===== config.mk =====
export PLATFORM = sky130hd
export DESIGN_NAME = uart_rx_fifo
export DESIGN_NICKNAME = d
export VERILOG_FILES = /design/src/rtl/uart_rx_fifo_pkg.sv /design/src/rtl/uart_rx_fifo_fifo.sv /design/src/rtl/uart_rx_fifo.sv
export SDC_FILE = /design/constraint.sdc
export NUM_CORES = 1
export LEC_CHECK = 0
export BUFFER_PORTS_ARGS = -buffer_cell sky130_fd_sc_hd__buf_4
export CAP_MARGIN = 20
export CORE_MARGIN = 8
export CORE_UTILIZATION = 55
export DETAILED_ROUTE_END_ITERATION = 8
export PLACE_DENSITY = 0.84
export SETUP_SLACK_MARGIN = 0.02
export SYNTH_ARGS = -nofsm -noshare
export SYNTH_HDL_FRONTEND = slang
export SYNTH_SLANG_ARGS = --single-unit

===== constraint.sdc =====
create_clock -name clk -period 2.4 [get_ports clk]
set_clock_uncertainty 0.1 [all_clocks]
set_input_delay 0.48 -clock clk [delete_from_list [all_inputs] [get_ports clk]]
set_output_delay 0.48 -clock clk [all_outputs]
set_load 0.005 [all_outputs]

===== src/rtl/uart_rx_fifo_pkg.sv =====
// Shared definitions for the oversampling UART receiver.
// Holds the parity mode codes, the receiver FSM state encodings and the
// baud divider helper that the transmitter counterpart also uses.
package uart_rx_fifo_pkg;

    localparam int PAR_NONE = 0;
    localparam int PAR_ODD  = 1;
    localparam int PAR_EVEN = 2;

    localparam logic [2:0] ST_IDLE_WAIT = 3'd0;
    localparam logic [2:0] ST_IDLE      = 3'd1;
    localparam logic [2:0] ST_START     = 3'd2;
    localparam logic [2:0] ST_DATA      = 3'd3;
    localparam logic [2:0] ST_PAR       = 3'd4;
    localparam logic [2:0] ST_STOP      = 3'd5;
    localparam logic [2:0] ST_PUSH      = 3'd6;

    // Clock cycles per oversample tick, truncated.
    function automatic int baud_div(input int clk_freq, input int baud, input int oversample);
        return clk_freq / (baud * oversample);
    endfunction

endpackage


===== src/rtl/uart_rx_fifo_fifo.sv =====
// sync_fifo: first-word-fall-through synchronous FIFO.
// Ports:
//   clk, rst      clock, synchronous active-high reset (empties the FIFO)
//   wr_en/wr_data write request; accepted when not full, or when full and
//                 a pop happens in the same cycle
//   rd_en         pop request; ignored while empty
//   rd_data       head entry, valid whenever empty=0
//   empty, full   occupancy flags
module sync_fifo #(
    parameter int WIDTH = 8,
    parameter int DEPTH = 4
) (
    input  logic             clk,
    input  logic             rst,
    input  logic             wr_en,
    input  logic [WIDTH-1:0] wr_data,
    input  logic             rd_en,
    output logic [WIDTH-1:0] rd_data,
    output logic             empty,
    output logic             full
);

    localparam int AW = $clog2(DEPTH);

    logic [WIDTH-1:0] mem [DEPTH];
    // One extra pointer bit distinguishes full from empty when the
    // address bits are equal.
    logic [AW:0] wr_ptr;
    logic [AW:0] rd_ptr;
    logic        do_push;
    logic        do_pop;

    assign empty   = (wr_ptr == rd_ptr);
    assign full    = (wr_ptr[AW] != rd_ptr[AW]) && (wr_ptr[AW-1:0] == rd_ptr[AW-1:0]);
    assign do_pop  = rd_en && !empty;
    assign do_push = wr_en && (!full || do_pop);
    assign rd_data = mem[rd_ptr[AW-1:0]];

    always_ff @(posedge clk) begin
        if (rst) begin
            wr_ptr <= '0;
            rd_ptr <= '0;
        end else begin
            if (do_push) wr_ptr <= wr_ptr + 1'b1;
            if (do_pop)  rd_ptr <= rd_ptr + 1'b1;
        end
    end

    always_ff @(posedge clk) begin
        if (do_push) mem[wr_ptr[AW-1:0]] <= wr_data;
    end

endmodule


===== src/rtl/uart_rx_fifo.sv =====
// uart_rx_fifo: oversampling UART receiver with configurable frame
// (DATA_BITS data bits, optional parity, STOP_BITS stop bits) feeding a
// first-word-fall-through FIFO of received words with error flags.
// Ports:
//   clk, rst    clock, synchronous active-high reset
//   rx          serial line, idle high, asynchronous
//   rd_en       pop the head entry
//   data        head word, LSB = first received bit
//   frame_err   head entry had a 0 stop bit
//   parity_err  head entry had a parity mismatch
//   rx_empty    FIFO empty; data/flags are valid when low
//   rx_full     FIFO full
//   overrun     sticky: a word was dropped on a full FIFO
// Consumer handshake: rx_empty=0 means the head entry is valid; a cycle
// with rd_en=1 and rx_empty=0 consumes it, rd_en while empty is ignored.
module uart_rx_fifo
    import uart_rx_fifo_pkg::*;
#(
    parameter int CLK_FREQ   = 100000000,
    parameter int BAUD       = 9600,
    parameter int DATA_BITS  = 8,
    parameter int PARITY     = 0,
    parameter int STOP_BITS  = 1,
    parameter int OVERSAMPLE = 16,
    parameter int FIFO_DEPTH = 4
) (
    input  logic                 clk,
    input  logic                 rst,
    input  logic                 rx,
    input  logic                 rd_en,
    output logic [DATA_BITS-1:0] data,
    output logic                 frame_err,
    output logic                 parity_err,
    output logic                 rx_empty,
    output logic                 rx_full,
    output logic                 overrun
);

    localparam int DIV   = baud_div(CLK_FREQ, BAUD, OVERSAMPLE);
    localparam int MID   = OVERSAMPLE / 2;
    localparam int TW    = (DIV > 1) ? $clog2(DIV) : 1;
    localparam int SW    = $clog2(OVERSAMPLE);
    localparam int BW    = $clog2(DATA_BITS);
    localparam int WIDTH = DATA_BITS + 2;

    logic                 rx_meta, rx_sync, rx_prev;
    logic [2:0]           state;
    logic [1:0]           arm_cnt;
    logic                 start_edge;
    logic [TW-1:0]        div_cnt;
    logic                 tick;
    logic [SW-1:0]        samp_cnt;
    logic                 vote_a, vote_b, bit_val, samp_pt;
    logic [DATA_BITS-1:0] shreg;
    logic [BW-1:0]        bit_cnt;
    logic                 stop_cnt;
    logic                 fe_r, pe_r, par_bad;
    logic                 wr_en, pop, drop, fifo_empty, fifo_full;
    logic [WIDTH-1:0]     wr_data, rd_data;

    // Two-flop synchroniser plus one history flop for edge detection.
    always_ff @(posedge clk) begin
        if (rst) begin
            rx_meta <= 1'b1;
            rx_sync <= 1'b1;
            rx_prev <= 1'b1;
        end else begin
            rx_meta <= rx;
            rx_sync <= rx_meta;
            rx_prev <= rx_sync;
        end
    end

    assign start_edge = (state == ST_IDLE) && rx_prev && !rx_sync;

    // Oversample tick; realigned to the start edge so sample points sit
    // at a fixed offset into every bit.
    assign tick = (div_cnt == TW'(DIV - 1));

    always_ff @(posedge clk) begin
        if (rst || start_edge) begin
            div_cnt  <= '0;
            samp_cnt <= '0;
        end else begin
            div_cnt <= tick ? '0 : div_cnt + 1'b1;
            if (tick) samp_cnt <= (samp_cnt == SW'(OVERSAMPLE - 1)) ? '0 : samp_cnt + 1'b1;
        end
    end

    // Three-sample majority vote; the decision is made at tick MID+1.
    assign samp_pt = tick && (samp_cnt == SW'(MID + 1));
    assign bit_val = (vote_a & vote_b) | (vote_a & rx_sync) | (vote_b & rx_sync);

    always_ff @(posedge clk) begin
        if (rst) begin
            vote_a <= 1'b1;
            vote_b <= 1'b1;
        end else if (tick) begin
            if (samp_cnt == SW'(MID - 1)) vote_a <= rx_sync;
            if (samp_cnt == SW'(MID))     vote_b <= rx_sync;
        end
    end

    // Odd mode wants an odd count of ones over data+parity, even mode an
    // even count.
    assign par_bad = (PARITY == PAR_ODD) ? ~^{shreg, bit_val} : ^{shreg, bit_val};

    always_ff @(posedge clk) begin
        if (rst) begin
            state    <= ST_IDLE_WAIT;
            arm_cnt  <= '0;
            shreg    <= '0;
            bit_cnt  <= '0;
            stop_cnt <= 1'b0;
            fe_r     <= 1'b0;
            pe_r     <= 1'b0;
        end else begin
            case (state)
                // The synchroniser flops come out of reset at 1, so the line
                // must read high for three consecutive cycles before arming;
                // this guarantees at least one real sample of rx was high.
                ST_IDLE_WAIT: begin
                    if (!rx_sync) begin
                        arm_cnt <= '0;
                    end else if (arm_cnt == 2'd2) begin
                        arm_cnt <= '0;
                        state   <= ST_IDLE;
                    end else begin
                        arm_cnt <= arm_cnt + 1'b1;
                    end
                end
                ST_IDLE: begin
                    if (start_edge) state <= ST_START;
                end
                ST_START: begin
                    if (samp_pt) begin
                        if (bit_val) begin
                            state <= ST_IDLE;
                        end else begin
                            state   <= ST_DATA;
                            bit_cnt <= '0;
                            fe_r    <= 1'b0;
                            pe_r    <= 1'b0;
                        end
                    end
                end
                ST_DATA: begin
                    if (samp_pt) begin
                        shreg <= {bit_val, shreg[DATA_BITS-1:1]};
                        if (bit_cnt == BW'(DATA_BITS - 1)) begin
                            stop_cnt <= 1'b0;
                            state    <= (PARITY != PAR_NONE) ? ST_PAR : ST_STOP;
                        end else begin
                            bit_cnt <= bit_cnt + 1'b1;
                        end
                    end
                end
                ST_PAR: begin
                    if (samp_pt) begin
                        pe_r  <= par_bad;
                        state <= ST_STOP;
                    end
                end
                // Leave at the last stop-bit sample point rather than the bit
                // end so an immediately following start edge is not missed.
                ST_STOP: begin
                    if (samp_pt) begin
                        if (!bit_val) fe_r <= 1'b1;
                        if (stop_cnt == 1'(STOP_BITS - 1)) state <= ST_PUSH;
                        else stop_cnt <= 1'b1;
                    end
                end
                // A low line here (break or bad stop) must return high before
                // the receiver re-arms, so a held-low line yields one entry.
                ST_PUSH: begin
                    state <= rx_sync ? ST_IDLE : ST_IDLE_WAIT;
                end
                default: state <= ST_IDLE_WAIT;
            endcase
        end
    end

    assign wr_en   = (state == ST_PUSH);
    assign wr_data = {fe_r, pe_r, shreg};
    assign pop     = rd_en && !fifo_empty;
    assign drop    = wr_en && fifo_full && !pop;

    sync_fifo #(
        .WIDTH(WIDTH),
        .DEPTH(FIFO_DEPTH)
    ) u_fifo (
        .clk    (clk),
        .rst    (rst),
        .wr_en  (wr_en),
        .wr_data(wr_data),
        .rd_en  (pop),
        .rd_data(rd_data),
        .empty  (fifo_empty),
        .full   (fifo_full)
    );

    // A drop takes priority over a clearing pop in the same cycle.
    always_ff @(posedge clk) begin
        if (rst)       overrun <= 1'b0;
        else if (drop) overrun <= 1'b1;
        else if (pop)  overrun <= 1'b0;
    end

    // Head outputs are forced to 0 while empty so stale memory never shows.
    assign data       = fifo_empty ? '0 : rd_data[DATA_BITS-1:0];
    assign frame_err  = !fifo_empty && rd_data[WIDTH-1];
    assign parity_err = !fifo_empty && rd_data[WIDTH-2];
    assign rx_empty   = fifo_empty;
    assign rx_full    = fifo_full;

endmodule


==> summary.md <==
| Metric | Value |
|---|---|
| Outcome | finished clean |
| Hold WC Path Type | in -> reg |
| Clk sinks | 86 |
| DR iter-0 viols | 120 |
| Drt via density | 5.554 |
| Hold endpoint | rx_meta |
| Post-synth top flop | dfxtp_1 |
| Max Buffers Root-to-Sink | 2 |
| Crit-path max cell delay | 0.57 ns |
| Reg2reg path depth | 5 |
| Yosys warns | 0 |
| Endpoints failing setup | 0 |
| Die area | 9645 um2 |
| Setup crit end kind | flop |
| Max FO, Critical Path | 6 |
| Io pins | 17 |
| WP buf/inv | 0 |
| Share of the synthesized area in the top cell type | 0.3231 |
| Pleak | 1.535 nW |
| Clock-pin transition on the worst setup and hold timing paths | 0.09 ns |
| Setup tns final | 0 ns |
| First-pass GRT wire length | 10.79 mm |
| GP Congestion | 0.8453 |
| Max-slew violations | 0 |
| Seq/Total Area, Yosys | 0.5709 |
| Post-DP Area | 3966 um2 |
| Cell area after synthesis | 3717 um2 |
| Top delay family on crit path | simple AND/OR/NAND/NOR gates |
| Die Height | 98.21 um |
| Power per cell area | 652.7 nW/um2 |
| Largest net degree at the start of global routing | 30 |
| Overall Global Routing Usage | 0.1392 |
| Cts hold-fix bufs | 0 |
| NumNets Final | 359 |
| Dpl hpwl | 4.375 mm |
| Hold path cells | 2 |
| Slew margin rel. | 0.6093 |
| Vias in the first global route | 2445 |
| Die extent in x | 98.21 um |
| Synth unique cells | 45 |
| Top cells by area, synth | edfxtp_1, dfxtp_1, mux4_2 |
| Startpoint Class | flop |
| Via count | 2377 |
| Total Power | 2.742 mW |
| Site Rows | 30 |
| R2R Setup Slk | 0.13 ns |
| Area Overhead vs Synth | 12.99% |
| Fmax | 0.4411 GHz |
| Final worst path period share | 0.9446 |
| MaxCap Viol Count | 0 |
| Number of buffers added on ports | 16 |
| Reg2Reg Launch Point | div_cnt[7] |
| Mean Syn Cell Area | 11.69 um2 |
| Post-route cell area | 4200 um2 |
| Final worst slack | 0.1330 ns |
| Initial antenna violation count | 0 |
| Wirelength per Cell | 15.01 um |
| EDFF count, synth | 40 |
| CP cell instances | or4b_4 -> or4_4 -> o2bb2ai_2 -> or3_1 -> a21oi_1 |
| WL final | 6.423 mm |
| Asr flop ratio synth | 0 |
| # diodes | 0 |
| Synth area leader | edfxtp_1 |
| Worst setup path class | reg -> reg |
| Fill cells | 511 |
| Pre-antenna DRT Iters | 4 |
| Inserted Clock Buffers | 9 |
| Drt drc | 0 |
| CTS tree | built |
| Final Hold Violating Endpoints | 0 |
| Max VDD drop | 0.3432 mV |
| CP Data Required Time | 2.58 ns |
| Antenna Nets Post-Route | 0 |
| Measured slew at the worst slew-check pin | 0.5782 ns |
| Syn nets | 334 |
| DP Worst Slack | 0.04009 ns |
| Share of layout cells above drive strength 1 | 0.1753 |
| H-tree depth | 3 |
| Unrepaired setup endpoints after global routing | false |
| CP max-delay cell | or4_4 |
| Arrival @ worst endpoint | 2.44 ns |
| Multi-input gate area | 1513 um2 |
| Initial Utilization | 0.5564 |
| Gr ovfl total | 0 |
| Minimum clock period | 2.267 ns |
| Worst hold start | rx |
| Crit Reg-Reg Endpoint | bit_cnt[0] |
| Register Area | 2122 um2 |
| Clock root cell | clkbuf_8 |
| Worst skew pair latency | 0.34 ns |
| Flops & latches, synth | 86 |
| Mapped Cells | 318 |
| Core area | 6681 um2 |
## metal layers
metal,share of wire,routed length [um],vias to the layer above,GRT usage
met5,0,0,-,0
met1,0.43,2778,1150,0.1467
met3,0.036,233,11,0.03201
met2,0.51,3306,37,0.2540
li1,-,-,1179,-
met4,0.016,105,0,0.06966
## power breakdown
group / switching, mW / internal (mW) / total, mW / leakage [nW]
Sequential: 0.0207 / 1.53 / 1.55 / 0.752
Clock: 0.509 / 0.598 / 1.11 / 0.113
Combinational: 0.0442 / 0.0359 / 0.0800 / 0.670
## sequential cells by signal, indices dropped and copies added, names as in the netlist, named ones only
name           cells
arm_cnt            2
bit_cnt            3
div_cnt           10
fe_r               1
overrun            1
pe_r               1
rx_meta            1
rx_prev            1
rx_sync            1
samp_cnt           4
shreg              8
state              3
u_fifo.mem        40
u_fifo.rd_ptr      3
u_fifo.wr_ptr      3
vote_a             1
vote_b             1
## metrics by stage
step	std cells	utilization	hold slack, ns
after floorplan	318	-	0.2895
after global placement	412	0.5936	0.2930
after detailed placement	412	0.5936	0.3034
after CTS	428	0.6268	0.2007
after global routing	428	0.6287	0.2083
final	428	0.6287	0.2139
## cells in the mapped netlist, types with 2 or more instances
cell type / number
o31ai_1: 2
mux4_2: 10
and2_1: 5
nor2_1: 31
nand3b_1: 5
mux2i_1: 3
nand4b_1: 3
and3_1: 4
or4_1: 2
xnor2_1: 17
edfxtp_1: 40
ha_1: 12
o21ai_0: 10
or3_1: 5
nor2b_1: 11
nand2b_1: 5
xor2_1: 8
clkbuf_1: 10
a31oi_1: 2
o211ai_1: 4
nor3_1: 4
or2_2: 4
dfxtp_1: 46
inv_1: 12
nand2_1: 23
a21oi_1: 19
nand3_1: 3
## layout by cell type, fill, tap and decap left out, types with 3 or more instances in the layout
master / n
nand2b_1: 5
nor3_1: 4
clkbuf_8: 9
nand3_1: 3
ha_1: 12
a21oi_1: 19
mux2i_1: 3
inv_1: 12
or2_2: 4
or3_1: 5
nand2_1: 23
and2_1: 5
xor2_1: 8
nand3b_1: 5
mux4_2: 10
o211ai_1: 4
buf_4: 25
o21ai_0: 10
nor2b_1: 11
xnor2_1: 17
nand4b_1: 3
dfxtp_1: 46
nor2_1: 31
and3_1: 3
edfxtp_1: 40
## logic make-up after synthesis
kind of cell             count (synthesis)  synth area share
multiplexers                            13           0.06867
buffers and inverters                   24           0.02457
adder cells (fa/ha/maj)                 13           0.04308
AO/OA/AOI/OAI                           44           0.07237
flip-flops                              86            0.5709
AND/OR/NAND/NOR                        113            0.1616
XOR/XNOR                                25           0.05890
## area by class of cell
type	instances	share of cell area
clock buffers	10	0.03038
repair buffers	26	0.04736
clock inverters	6	0.02234
multi-input cells	208	0.3601
well taps	80	0.02383
inverters	12	0.01072
flip-flops and latches	86	0.5052
## worst register-to-register path: stages, from the launching register on
cell and delay (ns):
dfxtp_1 0.38, or4b_4 0.48, or4_4 0.57, o2bb2ai_2 0.18, or3_1 0.34, a21oi_1 0.15
## how the worst max path moves through the flow
| stage | from | slack, ns | endpoint | cells past startpoint |
|---|---|---|---|---|
| 3_3_place_gp | div_cnt[4] | 0.11 | fe_r | 4 |
| 6_report | div_cnt[7] | 0.13 | bit_cnt[0] | 5 |
| 5_1_grt | div_cnt[7] | 0.03 | bit_cnt[0] | 5 |
| 3_5_place_dp | div_cnt[7] | 0.04 | bit_cnt[0] | 5 |
| 4_1_cts | div_cnt[7] | 0.02 | bit_cnt[0] | 5 |
| 2_1_floorplan | div_cnt[4] | 0.12 | fe_r | 5 |
## what timing repair did
action | 4_1_cts | 5_1_grt
resized for setup | 0 | 4
endpoints found under the setup margin | 0 | 24
buffers inserted | 0 | 0
(Power assumes the default switching activity.)
